### src/rtl/load_store_unit_if.sv
// Core request/response channel plus word-wide data-memory port of the load/store unit.
// The unit uses the slave modport; the core and memory together sit on the master side.
interface load_store_unit_if;
  logic        req_valid;
  logic        req_ready;
  logic        req_store;
  logic [2:0]  req_funct3;
  logic [31:0] req_addr;
  logic [31:0] req_wdata;
  logic        resp_valid;
  logic        resp_ready;
  logic [31:0] resp_rdata;
  logic        resp_err;
  logic [31:0] mem_addr;
  logic        mem_write;
  logic [31:0] mem_wdata;
  logic [31:0] mem_rdata;

  modport master (
    output req_valid, req_store, req_funct3, req_addr, req_wdata, resp_ready, mem_rdata,
    input  req_ready, resp_valid, resp_rdata, resp_err, mem_addr, mem_write, mem_wdata
  );

  modport slave (
    input  req_valid, req_store, req_funct3, req_addr, req_wdata, resp_ready, mem_rdata,
    output req_ready, resp_valid, resp_rdata, resp_err, mem_addr, mem_write, mem_wdata
  );
endinterface

### src/rtl/load_store_unit.sv
// Byte/half/word load-store front end over a word memory; resp after 1 (error), 2 (load/SW), 3 (SB/SH) cycles.
// One request in flight: req_ready only in IDLE, response held until resp_ready.
module load_store_unit #(
  parameter int MEM_WORDS = 1024
) (
  input  logic               clk,
  input  logic               reset,
  load_store_unit_if.slave   bus
);

  typedef enum logic [1:0] {IDLE, READ, WRITE, RESP} state_t;

  localparam logic [32:0] MEM_BYTES = 33'(MEM_WORDS) << 2;

  state_t      state_q, state_d;
  logic        store_q, store_d;
  logic [2:0]  funct3_q, funct3_d;
  logic [1:0]  byte_off_q, byte_off_d;
  logic [15:0] wdata_q, wdata_d;
  logic [31:0] mem_addr_q, mem_addr_d;
  logic [31:0] mem_wdata_q, mem_wdata_d;
  logic [31:0] rdata_q, rdata_d;
  logic        err_q, err_d;

  logic        f3_ok, misaligned, out_of_range, req_err;
  logic [31:0] byte_shift, half_shift, load_val, merged;

  always_comb begin
    f3_ok = 1'b0;
    case (bus.req_funct3)
      3'b000, 3'b001, 3'b010: f3_ok = 1'b1;
      3'b100, 3'b101:         f3_ok = !bus.req_store;
      default:                f3_ok = 1'b0;
    endcase
    misaligned   = (bus.req_funct3[1:0] == 2'b01 && bus.req_addr[0]) ||
                   (bus.req_funct3[1:0] == 2'b10 && bus.req_addr[1:0] != 2'b00);
    out_of_range = {1'b0, bus.req_addr} >= MEM_BYTES;
    req_err      = !f3_ok || misaligned || out_of_range;
  end

  // Lane extraction for loads and lane insertion for sub-word stores.
  always_comb begin
    byte_shift = bus.mem_rdata >> {byte_off_q, 3'b000};
    half_shift = bus.mem_rdata >> {byte_off_q[1], 4'b0000};
    case (funct3_q)
      3'b000:  load_val = {{24{byte_shift[7]}}, byte_shift[7:0]};
      3'b001:  load_val = {{16{half_shift[15]}}, half_shift[15:0]};
      3'b100:  load_val = {24'h0, byte_shift[7:0]};
      3'b101:  load_val = {16'h0, half_shift[15:0]};
      default: load_val = bus.mem_rdata;
    endcase
    merged = bus.mem_rdata;
    if (funct3_q[1:0] == 2'b00) merged[{byte_off_q, 3'b000} +: 8] = wdata_q[7:0];
    else                        merged[{byte_off_q[1], 4'b0000} +: 16] = wdata_q;
  end

  always_comb begin
    state_d     = state_q;
    store_d     = store_q;
    funct3_d    = funct3_q;
    byte_off_d  = byte_off_q;
    wdata_d     = wdata_q;
    mem_addr_d  = mem_addr_q;
    mem_wdata_d = mem_wdata_q;
    rdata_d     = rdata_q;
    err_d       = err_q;
    case (state_q)
      IDLE: begin
        if (bus.req_valid) begin
          store_d    = bus.req_store;
          funct3_d   = bus.req_funct3;
          byte_off_d = bus.req_addr[1:0];
          wdata_d    = bus.req_wdata[15:0];
          if (req_err) begin
            // Memory port keeps its previous values for rejected requests.
            state_d = RESP;
            err_d   = 1'b1;
            rdata_d = 32'h0;
          end else if (bus.req_store && bus.req_funct3 == 3'b010) begin
            state_d     = WRITE;
            mem_addr_d  = bus.req_addr;
            mem_wdata_d = bus.req_wdata;
          end else begin
            state_d    = READ;
            mem_addr_d = bus.req_addr;
          end
        end
      end
      READ: begin
        if (store_q) begin
          state_d     = WRITE;
          mem_wdata_d = merged;
        end else begin
          state_d = RESP;
          rdata_d = load_val;
          err_d   = 1'b0;
        end
      end
      WRITE: begin
        state_d = RESP;
        rdata_d = 32'h0;
        err_d   = 1'b0;
      end
      RESP: begin
        if (bus.resp_ready) begin
          state_d = IDLE;
          rdata_d = 32'h0;
          err_d   = 1'b0;
        end
      end
      default: state_d = IDLE;
    endcase
  end

  always_ff @(posedge clk or negedge reset) begin
    if (!reset) begin
      state_q     <= IDLE;
      store_q     <= 1'b0;
      funct3_q    <= 3'b000;
      byte_off_q  <= 2'b00;
      wdata_q     <= 16'h0;
      mem_addr_q  <= 32'h0;
      mem_wdata_q <= 32'h0;
      rdata_q     <= 32'h0;
      err_q       <= 1'b0;
    end else begin
      state_q     <= state_d;
      store_q     <= store_d;
      funct3_q    <= funct3_d;
      byte_off_q  <= byte_off_d;
      wdata_q     <= wdata_d;
      mem_addr_q  <= mem_addr_d;
      mem_wdata_q <= mem_wdata_d;
      rdata_q     <= rdata_d;
      err_q       <= err_d;
    end
  end

  // Write strobe is a pure state decode so reset removes it within the cycle.
  assign bus.req_ready  = (state_q == IDLE);
  assign bus.resp_valid = (state_q == RESP);
  assign bus.resp_rdata = rdata_q;
  assign bus.resp_err   = err_q;
  assign bus.mem_addr   = mem_addr_q;
  assign bus.mem_write  = (state_q == WRITE);
  assign bus.mem_wdata  = mem_wdata_q;

endmodule

### src/flat_wrapper.sv
// flat-port wrapper written by rule: the top's interface ports become plain ports
module load_store_unit_flat 
#(
  parameter int MEM_WORDS = 1024
)
  (clk, reset, bus_req_valid, bus_req_store, bus_req_funct3, bus_req_addr, bus_req_wdata, bus_resp_ready, bus_mem_rdata, bus_req_ready, bus_resp_valid, bus_resp_rdata, bus_resp_err, bus_mem_addr, bus_mem_write, bus_mem_wdata);
  load_store_unit_if bus_i ();
  input  logic clk;
  input  logic reset;
  input wire logic [$bits(bus_i.req_valid)-1:0] bus_req_valid;
  input wire logic [$bits(bus_i.req_store)-1:0] bus_req_store;
  input wire logic [$bits(bus_i.req_funct3)-1:0] bus_req_funct3;
  input wire logic [$bits(bus_i.req_addr)-1:0] bus_req_addr;
  input wire logic [$bits(bus_i.req_wdata)-1:0] bus_req_wdata;
  input wire logic [$bits(bus_i.resp_ready)-1:0] bus_resp_ready;
  input wire logic [$bits(bus_i.mem_rdata)-1:0] bus_mem_rdata;
  output wire logic [$bits(bus_i.req_ready)-1:0] bus_req_ready;
  output wire logic [$bits(bus_i.resp_valid)-1:0] bus_resp_valid;
  output wire logic [$bits(bus_i.resp_rdata)-1:0] bus_resp_rdata;
  output wire logic [$bits(bus_i.resp_err)-1:0] bus_resp_err;
  output wire logic [$bits(bus_i.mem_addr)-1:0] bus_mem_addr;
  output wire logic [$bits(bus_i.mem_write)-1:0] bus_mem_write;
  output wire logic [$bits(bus_i.mem_wdata)-1:0] bus_mem_wdata;
  assign bus_i.req_valid = bus_req_valid;
  assign bus_i.req_store = bus_req_store;
  assign bus_i.req_funct3 = bus_req_funct3;
  assign bus_i.req_addr = bus_req_addr;
  assign bus_i.req_wdata = bus_req_wdata;
  assign bus_i.resp_ready = bus_resp_ready;
  assign bus_i.mem_rdata = bus_mem_rdata;
  assign bus_req_ready = bus_i.req_ready;
  assign bus_resp_valid = bus_i.resp_valid;
  assign bus_resp_rdata = bus_i.resp_rdata;
  assign bus_resp_err = bus_i.resp_err;
  assign bus_mem_addr = bus_i.mem_addr;
  assign bus_mem_write = bus_i.mem_write;
  assign bus_mem_wdata = bus_i.mem_wdata;
  load_store_unit #(.MEM_WORDS(MEM_WORDS)) u_core (.clk(clk), .reset(reset), .bus(bus_i));
endmodule
### config.mk
export PLATFORM = sky130hd
export DESIGN_NAME = load_store_unit_flat
export DESIGN_NICKNAME = d
export VERILOG_FILES = /design/src/rtl/load_store_unit_if.sv /design/src/rtl/load_store_unit.sv /design/src/flat_wrapper.sv
export SDC_FILE = /design/constraint.sdc
export NUM_CORES = 1
export LEC_CHECK = 0
export CAP_MARGIN = 0
export CORE_MARGIN = 2
export CORE_UTILIZATION = 42
export CTS_CLUSTER_SIZE = 16
export DETAILED_ROUTE_END_ITERATION = 8
export PLACE_DENSITY_LB_ADDON = 0.05
export SKIP_LAST_GASP = 1
export SYNTH_ARGS = -nofsm -noshare
export SYNTH_HDL_FRONTEND = slang
export SYNTH_SLANG_ARGS = --single-unit
### constraint.sdc
create_clock -name clk -period 2.2 [get_ports clk]
set_input_delay 0.33 -clock clk [delete_from_list [all_inputs] [get_ports clk]]
set_output_delay 0.33 -clock clk [all_outputs]
set_load 0.005 [all_outputs]
# Word-level counts from Yosys, hierarchy flattened
# Index checks and enable logic that the tools add are counted.
[totals]
out_inout_bits = 100
wordCells = 85
regBits = 121
in_bits = 104
[classes]
n_bitwise = 1
n_mux = 26
n_addsub = 2
n_lt_le_gt_ge = 1
eq_ne = 19
reduce_logical = 21
shifts = 6
[op_table]
columns = ["operator", "count"]
rows = [
  ["2-to-1 mux 32 bit", 9],
  ["one-hot mux 32 bit (4 select lines)", 2],
  ["bitwise mux 32 bit", 2],
  ["one-hot mux 32 bit (2 select lines)", 1],
  [">= comparator 32 x 13 -> 1 bit, second input constant", 1],
  ["variable shift 16 x 7 -> 32 bit, first input constant", 1],
  ["variable shift 8 x 7 -> 32 bit, first input constant", 1],
  ["indexed part select 16 x 7 -> 32 bit", 1],
  ["indexed part select 8 x 7 -> 32 bit", 1],
  ["right shift 32 x 5 -> 16 bit", 1],
  ["right shift 32 x 5 -> 8 bit", 1],
  ["negator 5 -> 7 bit", 2],
  ["equality test 3 bit, second input constant", 4],
  ["2-to-1 mux 2 bit", 4],
  ["!= test 2 bit, second input constant", 4],
  ["one-hot mux 2 bit (4 select lines)", 1],
  ["equality test 2 bit, second input constant", 3],
  ["equality test 3 x 1 -> 1 bit, second input constant", 2],
  ["logical NOT 3 bit", 2],
  ["!= test 2 x 1 -> 1 bit, second input constant", 3],
  ["2-to-1 mux 1 bit", 5],
  ["AND reduction 5 bit", 1],
  ["equality test 2 x 1 -> 1 bit, second input constant", 2],
  ["logical NOT 2 bit", 2],
  ["13 further kinds", 20],
]

# Logic depth before layout (Yosys ltp)
[depth]
word_depth = 9
mapped_depth = 9
ltp_nobuf = 7

# Worst setup path before layout
# No wires, ideal clock.
[synth_path]
kind = "register to register"
start = "register u_core.byte_off_q[1]"
end = "register u_core.mem_wdata_q[10], in the netlist u_core.bus.mem_wdata[10]"
setup_slack_ns = -0.259
arrival_ns = 2.395
setup_ns = 0.064
synth_period_minus_slack_ns = 2.459
required_ns = 2.136
stages_incl_launch_ff = 10
n_path_buf = 2
path_cell_list = "dfrtp_1 buf_2 buf_1 inv_1 ha_1 nand2b_1 nor3_1 a221oi_1 o22ai_1 mux2_4"
[synth_between]
elab_chain_cells = 6
elab_cells_between_ends = 11
cone_classes = "2 x add/sub; 4 x shift; 5 x mux"
[synth_lines]
columns = ["element", "line_no", "text"]
rows = [
  ["from (decl)", "load_store_unit.sv:18", "logic [1:0] byte_off_q, byte_off_d;"],
  ["from (signal assigned)", "load_store_unit.sv:130", "byte_off_q <= byte_off_d;"],
  ["negator 5 -> 7 bit, on equally long branches", "load_store_unit.sv:54, load_store_unit.sv:53", ""],
  ["indexed part select 16 x 7 -> 32 bit (tied with other cells)", "load_store_unit.sv:54", "else merged[{byte_off_q[1], 4'b0000} +: 16] = wdata_q;"],
  ["bitwise mux 32 bit, on equally long branches", "load_store_unit.sv:54, load_store_unit.sv:53", ""],
  ["2-to-1 mux 32 bit *", "load_store_unit.sv:53", "if (funct3_q[1:0] == 2'b00) merged[{byte_off_q, 3'b000} +: 8] = wdata_q[7:0];"],
  ["2-to-1 mux 32 bit *", "load_store_unit.sv:90", "if (store_q) begin"],
  ["one-hot mux 32 bit (2 select lines) *", "load_store_unit.sv:67", "case (state_q)"],
  ["to (signal assigned)", "load_store_unit.sv:133", "mem_wdata_q <= mem_wdata_d;"],
  ["to (decl)", "load_store_unit.sv:21", "logic [31:0] mem_wdata_q, mem_wdata_d;"],
]
# Every way passes the cells marked *; elsewhere a longest branch is shown, timed or not. The select of a mux whose other input is x is not followed.
# A chain may end at the register's enable or synchronous reset.

# Final worst setup path
[layout_path]
start = "register u_core.byte_off_q[1]"
end = "register u_core.mem_wdata_q[19], in the netlist u_core.bus.mem_wdata[19]"
# Same word-level chain as after synthesis.

==> flow_summary.json <==
{
  "cts_tree": "yes",
  "top_level_ports": 204,
  "end_kind": "flip-flop",
  "arrival_ns": 2.50,
  "start_util": 0.432,
  "clk_pin_slew_ns": 0.06,
  "synth_ff_type": "dfrtp_1",
  "grt_pass1_vias": 5745,
  "yosys_register_bits": 121,
  "p_total_uw": 12500,
  "worst-setup-path-type": "reg -> reg",
  "dr.pass1.iters": 5,
  "yosysSeqAreaShare": 0.480,
  "port_buffers": 203,
  "period_share": 0.969,
  "ys_warn_count": 0,
  "cts-root-buf": "clkbuf_16",
  "hold_violations": 0,
  "dieHeight_um": 127,
  "cts_made_buffers": 17,
  "fillers": 1135,
  "setup_viol": 0,
  "ir_drop_uv": 775,
  "finClkSkew_ns": 0.00604,
  "worst_slack_ns": 0.0674,
  "nets": 929,
  "die-area_um2": 16000,
  "slew_headroom": 0.609,
  "hp-class": "in -> async",
  "p_per_area_nw_per_um2": 1320,
  "rows": 44,
  "ys_types": 41,
  "core_um2": 14600,
  "track_usage": 0.251,
  "place_area_um2": 8810,
  "period_minus_slack_ns": 2.13,
  "crit_required_ns": 2.56,
  "fin_util": 0.646,
  "wl_mm": 19.7,
  "cp-start-kind": "flip-flop",
  "ant_nets": 0,
  "tightest_slew_ns": 0.586,
  "netlist_instances": 588,
  "max-cap-violations": 0,
  "die_w_um": 127,
  "async_reset_ff_frac": 1.00,
  "clock.fmax_mhz": 469,
  "n_antenna_cell": 0,
  "place_congestion": 0.863,
  "critPathMaxFanout": 8,
  "hold-worst-slack_ns": 0.428,
  "drive_gt1_frac": 0.203,
  "synth_area_um2": 6310,
  "post-synth-top-area-cell": "dfrtp_1",
  "gr-total-overflow": 0,
  "clock_path_buffers": 2,
  "htreeDepth": 4,
  "grt_pass1_wl_mm": 31.1,
  "postLayoutCellArea_um2": 9420,
  "viasPerCell": 5.50,
  "wl_per_cell_um": 19.4,
  "leakage_uw": 0.00420,
  "grt_max_degree": 82,
  "hpwl_mm": 14.6,
  "syn_nets": 701,
  "cts_sinks": 121,
  "slew_violations": 0,
  "drtIter0Drc": 386,
  "clk_latency_ns": 0.42,
  "synth_top_area_share": 0.480,
  "vias": 5574,
  "drc": 0,
  "status": "completed",
  "syn_area_per_cell_um2": 10.7,
  "area_growth_syn_to_layout_pct": 49.3,
  "antenna_found_initial": 0,
  "pre_cts_ws_ns": -0.294,
  "yosys-top-cells-area": "dfrtp_1 48%, mux2_2 8.9%, mux2_4 7.1%, o21ai_0 3.4%, nand2_1 2.7%",
  "synth_edf_count": 0
}
-- timing repair --
| item | 4_1_cts | 5_1_grt |
|---|---|---|
| setup endpoints to repair | 1 | 18 |
| hold endpoints to repair | 36 | 0 |
| hold buffers | 1 | 0 |
| gates cloned | 0 | 0 |
| resized for setup | 1 | 2 |
| pin swaps | 0 | 1 |
| setup buffers | 0 | 1 |
-- report_power, final --
group          internal [uW]  total [uW]  switching (uW)  leakage (uW)
Combinational           3340        6140            2800       0.00235
Clock                   1500        2690            1190      0.000281
Sequential              3020        3640             619       0.00157
-- sequential cells by signal, indices dropped and copies added, names as in the netlist --
name / count
u_core.byte_off_q: 2
u_core.bus.mem_addr: 32
u_core.state_q: 2
u_core.wdata_q: 16
u_core.store_q: 1
u_core.funct3_q: 3
u_core.bus.resp_err: 1
u_core.bus.mem_wdata: 32
u_core.bus.resp_rdata: 32
-- through the flow --
stage	setup TNS, ns	cells
after global routing	-0.0211	1013
after floorplan	0	588
final	0	1013
after global placement	-8.88	979
after CTS	0	1012
after detailed placement	-13.97	979
-- synth_stat cells, drive strengths merged (6+ instances only) --
cell type / n
dfrtp: 121
mux2: 80
nand2: 46
o21ai: 46
nor2: 37
clkbuf: 25
inv: 24
nor2b: 24
o22ai: 23
a21oi: 22
a22oi: 17
a221oi: 16
o31ai: 16
buf: 15
nor3: 12
and2: 10
o221ai: 10
ha: 9
mux2i: 6
nor4: 6
o41ai: 6
-- cells in the final DEF (no fill, tap or decap), types with 16 or more instances in the layout --
cell	n
dfrtp_1	121
o31ai_1	16
a21oi_1	21
inv_1	24
clkdlybuf4s50_1	202
buf_4	39
mux2_4	30
clkbuf_16	17
a221oi_1	16
o21ai_0	43
nor2b_1	24
a22oi_1	17
nor2_1	37
nand2_1	46
o22ai_1	23
mux2_2	50
-- worst paths after layout --
kind	start	end	slack (ns)	depth (start not counted)
max reg2reg	u_core.byte_off_q[1]	u_core.bus.mem_wdata[19]	0.07	8
min in group clk	u_core.bus.resp_rdata[20]	u_core.bus.resp_rdata[20]	0.48	2
max	u_core.byte_off_q[1]	u_core.bus.mem_wdata[19]	0.07	8
max in group asynchronous	reset	u_core.bus.mem_wdata[8]	1.10	3
min	reset	u_core.bus.resp_rdata[12]	0.43	2
min reg2reg	u_core.bus.resp_rdata[20]	u_core.bus.resp_rdata[20]	0.48	2
-- layout make-up --
cell class,instances,area (um^2),area share
clock buffer,17,425,0.0452
clock inverter,15,148,0.0157
inverter,26,97.6,0.0104
multi-input combinational,401,3030,0.322
sequential,121,3030,0.321
tap,184,230,0.0244
timing repair buffer,249,2460,0.261
-- per-layer routing --
layer,up-vias,wire length [um],global-route usage
met1,2715,8510,0.326
li1,2602,-,-
met3,38,1310,0.0671
met5,-,0,0
met2,219,9310,0.400
met4,0,523,0.101
-- logic make-up (layout without fill, tap and decap cells) --
group                      count (synthesis)  count (layout)  share of synthesized area
DFF                                      121             121                      0.480
and+or+nand+nor                          142             142                      0.108
adders and majority gates                  9               9                     0.0179
buffers and inverters                     66             307                     0.0448
AOI/OAI and AO/OA                        163             163                      0.175
muxes                                     87              87                      0.174
-- worst max-delay path, cell delays in order (launching register included) --
cell and delay [ns]:
dfrtp_1 0.36, inv_1 0.09, ha_1 0.38, nand2b_1 0.15, o41ai_4 0.34, buf_4 0.21
a22oi_1 0.10, a21oi_1 0.25, mux2_4 0.18
Note: power is estimated with default switching activity, not from simulation.
==> variant (same settings) <==
Reset style: synchronous (`reset`), changed in one clocked block.
--- a/src/rtl/load_store_unit.sv
+++ b/src/rtl/load_store_unit.sv
@@ -114,3 +114,3 @@
 
-  always_ff @(posedge clk or negedge reset) begin
+  always_ff @(posedge clk) begin
     if (!reset) begin
Function: differs if reset is asserted again (counterexample within 4 cycles, from zero or initial values and one cycle with reset low); with reset held inactive, the same outputs for 4 cycles.
==> variant against the original RTL <==
- cell count rose by 5.2%
- cell area fell by 4.5%
- highest routed layer unchanged
- synthesized area fell by 4.4%
- count of clock-buffer cells in the layout did not move
- worst setup slack improved by 0.048 ns
- sequential cell count did not move
- largest cell class unchanged
- core utilization barely moved
- routed wire length rose by 0.22%
- global-route usage rose by 0.40 points
Power is not compared: it rests on default switching activity, and its combinational part moved more than twofold at a synthesized area within 25%.
==> variant: results (changes against the original RTL) <==
[cells_and_area]
nets = 986  ; was 929
drive_gt1_frac = 0.1129  ; was 0.2027
fillers = 1207  ; was 1,135
seqCellArea_mm2 = 0.002422  ; was 0.003028 mm2

[global_route]
grt_use_met1 = 0.3278  ; was 0.3257
gr-usage-met2 = 0.4083  ; was 0.4001
grt_pass1_wl_um = 29600  ; was 31,120 um

[drt]
postRouteWirelength_um = 19700  ; was 19,650 um
wl_met1_um = 8468  ; was 8508 um
vias = 5951  ; was 5,574
met2_length_um = 9164  ; was 9312 um

[sta]
tightest_slew_ns = 0.7649  ; was 0.5861 ns
clock_skew_ns = 0.006178  ; was 0.006037 ns
hold-worst-slack_ns = 0.4561  ; was 0.4285 ns

[run_status]
status = finished, final reports clean  ; unchanged

[hold_path]
hold_path_class = reg2reg  ; was in2async

[synth]
syn_nets = 782  ; was 701
syn_inst = 669  ; was 588
yosysSeqAreaShare = 0.4018  ; was 0.4801
synth-main-ff-cell = dfxtp_1  ; was dfrtp_1

[placed_design]
gp_congestion = 0.9043  ; was 0.8631
place_inst = 1033  ; was 979
post-dp-hpwl_um = 14300  ; was 14,610 um

[setup_path]
cp_top_family = buffers and inverters  ; was compound AO/OA/AOI/OAI gates
crit_end = u_core.bus.mem_wdata[11]  ; was u_core.bus.mem_wdata[19]
arrival_ns = 2.44  ; was 2.50 ns

[power]
finalPower_mw = 8.285

## variant: cell types whose count changed after synthesis, moves of 17 or more
| cell | unedited run | this run |
|---|---|---|
| mux2_4 | 30 | 0 |
| nand2_1 | 46 | 100 |
| o22ai_1 | 23 | 2 |
| a22oi_1 | 17 | 0 |
| a21boi_0 | 0 | 22 |
| a21oi_1 | 22 | 2 |
| nand3_1 | 0 | 39 |
| dfrtp_1 | 121 | 0 |
| dfxtp_1 | 0 | 121 |
| mux2_2 | 50 | 18 |
| mux2i_1 | 6 | 52 |
## variant: cell families after synthesis
kind of cell    Yosys count  synth area share
fa+ha+maj                 9           0.01868
buf+inv                  65           0.05210
flops                   121            0.4018
compound gates          170            0.2269
mux                      70            0.1200
simple gates            234            0.1806
## variant: area by class of cell
cell class	count	share of cell area
inverters	11	0.004590
clock buffers	17	0.04729
well taps	180	0.02503
multi-input cells	483	0.3679
clock inverters	15	0.02378
repair buffers	239	0.2622
flip-flops and latches	121	0.2693
